==> config.mk <==
export PLATFORM = sky130hd
export DESIGN_NAME = seg_scan_driver
export DESIGN_NICKNAME = d
export VERILOG_FILES = /design/src/rtl/seg_scan_driver.sv
export SDC_FILE = /design/constraint.sdc
export NUM_CORES = 1
export LEC_CHECK = 0
export CORE_UTILIZATION = 66
export CTS_CLUSTER_DIAMETER = 50
export CTS_CLUSTER_SIZE = 16
export DETAILED_ROUTE_END_ITERATION = 10
export DONT_BUFFER_PORTS = 1
export GPL_ROUTABILITY_DRIVEN = 0
export PLACE_DENSITY_LB_ADDON = 0.15
export SKIP_CTS_REPAIR_TIMING = 1
export SYNTH_ARGS = -nofsm -noshare
export SYNTH_HDL_FRONTEND = slang
export SYNTH_SLANG_ARGS = --single-unit
==> constraint.sdc <==
create_clock -name clk -period 4 [get_ports clk]
set_input_delay 0.4 -clock clk [delete_from_list [all_inputs] [get_ports clk]]
set_output_delay 0.4 -clock clk [all_outputs]
set_load 0.05 [all_outputs]
==> src/rtl/seg_scan_driver.sv <==
// seg_scan_driver: time-multiplexed common-anode seven-segment scanner.
// Values are double-buffered (pending -> active) and only swap at the frame
// boundary, so a frame never mixes old and new digits.
module seg_scan_driver #(
  parameter int DIGITS         = 4,
  parameter int SCAN_DIV       = 16000,
  parameter int BLANK          = 2,
  parameter int SEG_ACTIVE_LOW = 1,
  parameter int AN_ACTIVE_LOW  = 1
) (
  input  logic                  clk,
  input  logic                  rst,
  input  logic [4*DIGITS-1:0]   value,
  input  logic [DIGITS-1:0]     dp,
  input  logic [DIGITS-1:0]     digit_en,
  input  logic                  lz_blank,
  input  logic                  load,
  output logic [6:0]            seg,
  output logic                  dp_out,
  output logic [DIGITS-1:0]     an,
  output logic                  frame_tick
);

  localparam int CNT_W = (SCAN_DIV > 1) ? $clog2(SCAN_DIV) : 1;
  localparam int IDX_W = (DIGITS > 1) ? $clog2(DIGITS) : 1;

  localparam logic [CNT_W-1:0]  CNT_LAST = CNT_W'(SCAN_DIV - 1);
  localparam logic [CNT_W-1:0]  BLANK_C  = CNT_W'(BLANK);
  localparam logic [IDX_W-1:0]  IDX_LAST = IDX_W'(DIGITS - 1);

  // XOR masks turning active-high internal levels into pin levels.
  localparam logic [6:0]        SEG_INV = (SEG_ACTIVE_LOW != 0) ? 7'h7F : 7'h00;
  localparam logic              DP_INV  = (SEG_ACTIVE_LOW != 0);
  localparam logic [DIGITS-1:0] AN_INV  = (AN_ACTIVE_LOW != 0) ? {DIGITS{1'b1}} : {DIGITS{1'b0}};

  logic [CNT_W-1:0]    cnt;
  logic [IDX_W-1:0]    idx;
  logic                slotEnd;
  logic                frameEnd;

  logic [4*DIGITS-1:0] activeVal;
  logic [DIGITS-1:0]   activeDp;
  logic [DIGITS-1:0]   activeEn;
  logic [4*DIGITS-1:0] pendVal;
  logic [DIGITS-1:0]   pendDp;
  logic [DIGITS-1:0]   pendEn;
  logic                pend;

  logic [3:0]          nibble;
  logic                digDp;
  logic                digEn;
  logic                higherZero;
  logic                suppress;
  logic                anOn;
  logic [6:0]          segRaw;
  logic                dpRaw;
  logic [DIGITS-1:0]   anRaw;

  function automatic logic [6:0] glyph(input logic [3:0] n);
    case (n)
      4'h0: glyph = 7'h3F;
      4'h1: glyph = 7'h06;
      4'h2: glyph = 7'h5B;
      4'h3: glyph = 7'h4F;
      4'h4: glyph = 7'h66;
      4'h5: glyph = 7'h6D;
      4'h6: glyph = 7'h7D;
      4'h7: glyph = 7'h07;
      4'h8: glyph = 7'h7F;
      4'h9: glyph = 7'h6F;
      4'hA: glyph = 7'h77;
      4'hB: glyph = 7'h7C;
      4'hC: glyph = 7'h39;
      4'hD: glyph = 7'h5E;
      4'hE: glyph = 7'h79;
      4'hF: glyph = 7'h71;
    endcase
  endfunction

  assign slotEnd  = (cnt == CNT_LAST);
  assign frameEnd = slotEnd && (idx == IDX_LAST);

  // Slot prescaler and digit index.
  always_ff @(posedge clk) begin
    if (rst) begin
      cnt <= '0;
      idx <= '0;
    end else if (slotEnd) begin
      cnt <= '0;
      idx <= (idx == IDX_LAST) ? '0 : idx + 1'b1;
    end else begin
      cnt <= cnt + 1'b1;
    end
  end

  // Double buffer; a load landing on the boundary bypasses pending.
  always_ff @(posedge clk) begin
    if (rst) begin
      activeVal <= '0;
      activeDp  <= '0;
      activeEn  <= '0;
      pendVal   <= '0;
      pendDp    <= '0;
      pendEn    <= '0;
      pend      <= 1'b0;
    end else if (frameEnd && load) begin
      activeVal <= value;
      activeDp  <= dp;
      activeEn  <= digit_en;
      pend      <= 1'b0;
    end else if (load) begin
      pendVal   <= value;
      pendDp    <= dp;
      pendEn    <= digit_en;
      pend      <= 1'b1;
    end else if (frameEnd && pend) begin
      activeVal <= pendVal;
      activeDp  <= pendDp;
      activeEn  <= pendEn;
      pend      <= 1'b0;
    end
  end

  // Select the current digit, apply leading-zero suppression and blanking.
  always_comb begin
    nibble     = '0;
    digDp      = 1'b0;
    digEn      = 1'b0;
    higherZero = 1'b1;
    suppress   = 1'b0;
    anRaw      = '0;
    // Walk from the top digit down so higherZero covers this nibble and all above it.
    for (int i = DIGITS - 1; i >= 0; i--) begin
      higherZero = higherZero & (activeVal[4*i +: 4] == 4'h0);
      if (idx == IDX_W'(i)) begin
        nibble   = activeVal[4*i +: 4];
        digDp    = activeDp[i];
        digEn    = activeEn[i];
        suppress = lz_blank & higherZero & (i != 0);
      end
    end
    anOn = (cnt >= BLANK_C) & digEn;
    for (int i = 0; i < DIGITS; i++) begin
      anRaw[i] = anOn & (idx == IDX_W'(i));
    end
    segRaw = (anOn & ~suppress) ? glyph(nibble) : 7'h00;
    dpRaw  = anOn & digDp;
  end

  // Registered pin outputs with polarity applied.
  always_ff @(posedge clk) begin
    if (rst) begin
      seg        <= SEG_INV;
      dp_out     <= DP_INV;
      an         <= AN_INV;
      frame_tick <= 1'b0;
    end else begin
      seg        <= segRaw ^ SEG_INV;
      dp_out     <= dpRaw ^ DP_INV;
      an         <= anRaw ^ AN_INV;
      frame_tick <= frameEnd;
    end
  end

endmodule

# == After elaboration in Yosys (flattened, before gate mapping) ==
# Memories as Yosys holds them, arrays and structs flattened.
# Cells that the tools add are included.
# classes
n_reduce_logical,13
n_addsub,2
n_mul,0
shifts,0
n_eq_ne,5
muxes,29
div_mod_pow,0
bitwise_logic,17
order_cmp,1
# op_table
operator,n
$mux W16,3
$mux W4,10
$add A14 B1 Y14 const B,1
$eq A14 B14 Y1 const B,1
$ge A14 B2 Y1 const B,1
$mux W1,14
$and A1 B1 Y1,12
$logic_not A4 Y1,3
$mux W7,1
$not A7 Y7,1
$eq A2 B2 Y1 const B,2
$not A4 Y4,1
$reduce_and A2 Y1,2
$reduce_bool A2 Y1,2
$reduce_or A2 Y1,2
$logic_and A1 B1 Y1,3
$not A1 Y1,3
$add A2 B1 Y2 const B,1
$eq A2 B1 Y1 const B,1
$logic_not A2 Y1,1
$mux W2,1
$ne A2 B1 Y1 const B,1
# totals
rom_bits,112
regBits,78
elab_cells,81
mem_bits_rw,0
latch_bits,0
out_inout_bits,13
memories,1
# memory_table
name,depth,word_bits,rd,rd_ports_with_merged_regs,wr,line_no,source
(no name shown),16,7,1,0,0,60,case (n)

# == Longest topological paths before layout ==
# depth
ltp_word,10
ltp_mapped,12
mapped_depth_nobuf,11

# == Least setup slack after synthesis ==
# OpenSTA, ideal clock, no wires.
# synth_path
kind,flip-flop to flip-flop
start,register idx[0]
end,register seg[3]
n_path_buf,1
period_less_slack_ns,2.503
required_ns,3.866
path_slack_ns,1.497
path_stages_with_launch,13
setup_time_ns,0.134
arrival_ns,2.369
cell_sequence,dfxtp_1 -> inv_1 -> ha_1 -> buf_6 -> nor2b_2 -> a221oi_1 -> o31ai_1 -> inv_1 -> ha_1 -> inv_1 -> o2111ai_1 -> a311oi_1 -> o21ai_0
# synth_via
elab_chain_cells,9
elab_cells_between_ends,22
classes_between,eq/ne (3); mux (13); bitwise (4); reduce/logical (1); memory (1)
# synth_rtl
item,line_no,source
"start, declared",37,logic [IDX_W-1:0] idx;
"start signal, assigned",90,idx <= (idx == IDX_LAST) ? '0 : idx + 1'b1;
"parallel branches: the longest is 7 deep, another holds $mem_v2 Z16 W7",n/a,
$mux W7 (*),146,segRaw = (anOn & ~suppress) ? glyph(nibble) : 7'h00;
$not A7 Y7 (no source line) (*),n/a,
"end signal, assigned",158,seg <= segRaw ^ SEG_INV;
"end, declared",18,"output logic [6:0] seg,"
# Every way passes the cells marked *.
# A chain may end at the register's enable or synchronous reset.

# == Final worst setup path ==
# Same ends and word-level chain as after synthesis.

==> run summary <==
The clock transition time at the flip-flop clock pins of the worst setup and hold paths is 0.07 ns. The tools report the part of the total power dissipated in the clock network as 39.4%. Largest net degree at the start of global routing: 58. After floorplanning, the core was sized to cover 5170 um2. In this run switching power makes up 22.6% of total power.

After detailed routing, the number of vias per cell comes to 6.21. Counting the buffers created by CTS gives 9. The routed layout has 2979 vias. Counting flops with a built-in enable in the synthesized netlist gives 0. In this run the worst setup path terminates at seg[3]. Summed over all nets, the half-perimeter wirelength after detailed placement is 4970 um. Number of diodes added for antenna fixing: 0. The tools report the sort of element at the start of the critical path as a flop. The number of antenna violations at the first check in global routing was 0.

The combinational share of power came out at 4.2%. The count of nets left with antenna violations once routing finished came out at 0. Sorting the synthesized cells by area gives the leading types as sky130_fd_sc_hd__dfxtp_1 43%, sky130_fd_sc_hd__nand2_1 7.4%, sky130_fd_sc_hd__a211oi_1 4.8%.

The data arrival time of the critical path is 3.21 ns. The flip-flop and latch count after synthesis came out at 78. The maximum vdd drop is 0.000346 V, and the total routed wirelength is 7440 um. For the number of distinct standard cells referenced by the synthesized netlist, the log shows 58. The via count of the first global-routing pass was 2699; the number of violations of the max-capacitance limit was 0. The number of DRC markers in iteration 0 is 193, and the cell count of the worst reg-to-reg path is 11. The global router's overall resource usage was 26.6%.

At the later pin of the worst-skew pair, clock insertion delay measures 0.35 ns. The cell area power density was 382 nW/um2; the post-synthesis cell area was 3610 um2. Counting flops with an async set or reset pin after synthesis yields a share of 0%. The post-route standard cell area excluding fillers is 3740 um2, and the highest clock frequency the design can meet is 0.334 GHz. Setup repair after global routing left no endpoint under its margin. The tools report the final routed DRC violation total as 0. The clock period could shrink to 3.00 ns. The flow ran to the end, and the final reports show no timing, DRC or antenna violations.

The post-route clock period utilization is 74.9%, and the overall die area is 5770 um2. The worst setup path is of the flop to flop kind. The first TritonRoute pass finished after 5 iterations. The cell sitting at the root of the clock tree is a sky130_fd_sc_hd__clkbuf_8. The height of the die works out to 76.0 um. The run gives 0 as the number of hold violations in the final report.

From left edge to right edge, the die measures 76.0 um. The min-delay analysis places its worst path in the category primary input to flop. End of the worst register-to-register path: seg[3]. The number of primary I/O pins came out at 41. After detailed placement, the total cell area comes to 3550 um2.

STA classifies the critical path endpoint as a flop. For the pin with the worst max-slew slack, the measured transition is 0.906 ns. The first-pass GRT wire length was 12400 um.

For the data required time of the worst path, the log shows 4.21 ns. The logs give 0 for the final number of setup-violating endpoints and 0 ns for the final-layout setup total negative slack. The tools report the reported leakage power as 0.00138 uW. TritonCTS built the clock tree. Headroom to the max-slew limit came out at 39.6%. The run gives 2 as the maximum root-to-sink buffer count. The final count of pins violating max slew is 0.

Compared with the post-synthesis result, the final layout area differs by 3.46%. Registers are responsible for 56.4% of the overall power. In this run the tool buffered the top-level ports with 0 buffer cells. The total nets after synthesis is 462, and the final net count is 445. The number of clock sinks was 78; the average footprint of a synthesized cell was 8.56 um2. The tools report the sum of overflow across all layers after global routing as 0.

In this run the critical register-to-register path is launched from idx[0]. After synthesis, the largest area contributor takes up 43.2% of total cell area. Cells with a size suffix above 1 make up 7.32% of the layout. The run gives 69.8% as the initial core utilization. The main flop type after synthesis is sky130_fd_sc_hd__dfxtp_1. Cell internal power was estimated by the tool at 1100 uW.

The routed length per instance works out to 15.5 um. In this run the power spent charging and discharging nets is 322 uW. Reg-to-reg setup timing slack: 1.00 ns.

Yosys printed 0 warnings. The fraction of the yosys area taken by sequential cells was 43.2%; the final worst clock skew was 0.00788 ns. The largest fanout of any net on the critical path is 14. CTS built an H-tree with a depth of 3. The count of standard-cell rows is 26. The cell type contributing the most total cell area after synthesis was sky130_fd_sc_hd__dfxtp_1. After technology mapping, the gate count stands at 422. The origin of the worst setup path is idx[0].
## synth_stat cells, drive strengths merged (2+ instances only)
| master | instances |
|---|---|
| a211oi | 24 |
| a21oi | 34 |
| a311oi | 2 |
| and2 | 4 |
| and3 | 6 |
| and4 | 4 |
| and4bb | 2 |
| buf | 17 |
| clkbuf | 11 |
| dfxtp | 78 |
| ha | 12 |
| inv | 10 |
| nand2 | 72 |
| nand2b | 2 |
| nand3 | 7 |
| nand3b | 7 |
| nand4 | 5 |
| nor2 | 47 |
| nor2b | 4 |
| nor4 | 5 |
| o211ai | 4 |
| o21ai | 11 |
| o221ai | 2 |
| o22ai | 19 |
| o41ai | 2 |
| or3 | 2 |
| xnor2 | 4 |
| xor2 | 8 |
## flip-flops by register name (all words and copies together) (netlist names)
name and cells:
activeEn 4, frame_tick 1, pend 1, activeDp 4, an 4, pendVal 16
idx 2, cnt 14, dp_out 1, seg 7, pendDp 4, activeVal 16
pendEn 4
## worst min path at each step
stage	start	end	slack (ns)	cells after the start
3_5_place_dp	pendVal[13]	pendVal[13]	0.44	2
3_3_place_gp	pendVal[11]	pendVal[11]	0.43	2
6_report	rst	cnt[4]	0.12	1
5_1_grt	rst	idx[1]	0.11	1
4_1_cts	rst	cnt[4]	0.11	1
2_1_floorplan	pendVal[10]	pendVal[10]	0.43	2
## power by group through the flow
stage	registers, uW	logic, uW	clock network (uW)
3_5_place_dp	821	59.9	0
5_1_grt	806	68.1	596
2_1_floorplan	818	59.2	0
6_report	804	60.6	561
3_3_place_gp	821	58.0	0
4_1_cts	803	60.8	567
## cell type report
cell class / instances / area [um2]
fill: 404 / 1440
clock inverter: 4 / 47.5
inverter: 10 / 37.5
clock buffer: 12 / 135
sequential: 78 / 1560
tap: 70 / 87.6
multi-input combinational: 306 / 1870
## logic make-up after synthesis
| family | share of synthesized area, % |
|---|---|
| flops | 43.2 |
| mux | 0.693 |
| fa+ha+maj | 4.16 |
| buf+inv | 5.06 |
| xor+xnor | 2.91 |
| compound gates | 20.5 |
| simple gates | 23.5 |
## layer usage
metal | track usage (%) | up-vias | part of all wire [%] | routed length, um
li1 | - | 1457 | - | -
met1 | 34.9 | 1395 | 45 | 3370
met5 | 0 | - | 0 | 0
met4 | 9.62 | 0 | 1.7 | 124
met2 | 42.5 | 114 | 46 | 3450
met3 | 6.75 | 13 | 6.7 | 500
## cells in the final DEF, fill, tap and decap left out, types with 2 or more instances in the layout
cell                       Yosys  routed
sky130_fd_sc_hd__inv_1        10      10
sky130_fd_sc_hd__nor4_1        5       5
sky130_fd_sc_hd__nand3_1       7       7
sky130_fd_sc_hd__or3_1         2       2
sky130_fd_sc_hd__and4_4        2       2
sky130_fd_sc_hd__nor2b_1       3       3
sky130_fd_sc_hd__dfxtp_1      78      78
sky130_fd_sc_hd__clkbuf_8      0       9
sky130_fd_sc_hd__o22ai_1      19      19
sky130_fd_sc_hd__and4_1        2       2
sky130_fd_sc_hd__nand2_1      71      71
sky130_fd_sc_hd__xnor2_1       4       4
sky130_fd_sc_hd__o21ai_0      10      10
sky130_fd_sc_hd__nand4_2       2       2
sky130_fd_sc_hd__xor2_1        8       8
sky130_fd_sc_hd__and3_1        6       6
sky130_fd_sc_hd__nand2b_1      2       2
sky130_fd_sc_hd__nand4_1       3       3
sky130_fd_sc_hd__nand3b_1      7       7
sky130_fd_sc_hd__clkinv_2      0       2
sky130_fd_sc_hd__a211oi_1     23      23
sky130_fd_sc_hd__ha_1         12      12
sky130_fd_sc_hd__o221ai_1      2       2
sky130_fd_sc_hd__nor2_1       46      46
sky130_fd_sc_hd__a21oi_1      34      34
sky130_fd_sc_hd__and2_1        3       3
sky130_fd_sc_hd__o211ai_1      3       3
sky130_fd_sc_hd__clkbuf_1     11       3
## critical path, stage by stage, from the launching register on
cell,delay [ns]
sky130_fd_sc_hd__dfxtp_1,0.40
sky130_fd_sc_hd__inv_1,0.09
sky130_fd_sc_hd__ha_1,0.36
sky130_fd_sc_hd__nor2b_2,0.18
sky130_fd_sc_hd__a221oi_1,0.09
sky130_fd_sc_hd__o31ai_1,0.65
sky130_fd_sc_hd__inv_1,0.19
sky130_fd_sc_hd__ha_1,0.28
sky130_fd_sc_hd__inv_1,0.10
sky130_fd_sc_hd__o2111ai_1,0.15
sky130_fd_sc_hd__a311oi_1,0.24
sky130_fd_sc_hd__o21ai_0,0.12
## stage by stage
step | util (%) | std cells | setup WS [ns] | power [uW] | hold WS [ns]
4_1_cts | 72.2 | 480 | 1.05 | 1430 | 0.114
3_5_place_dp | 68.7 | 464 | 1.05 | 881 | 0.438
5_1_grt | 72.2 | 480 | 0.753 | 1470 | 0.115
2_1_floorplan | - | 422 | 1.50 | 877 | 0.431
6_report | 72.2 | 480 | 1.00 | 1430 | 0.119
3_3_place_gp | 68.7 | 464 | 1.23 | 879 | 0.430
Note: power is estimated with default switching activity, not from simulation.
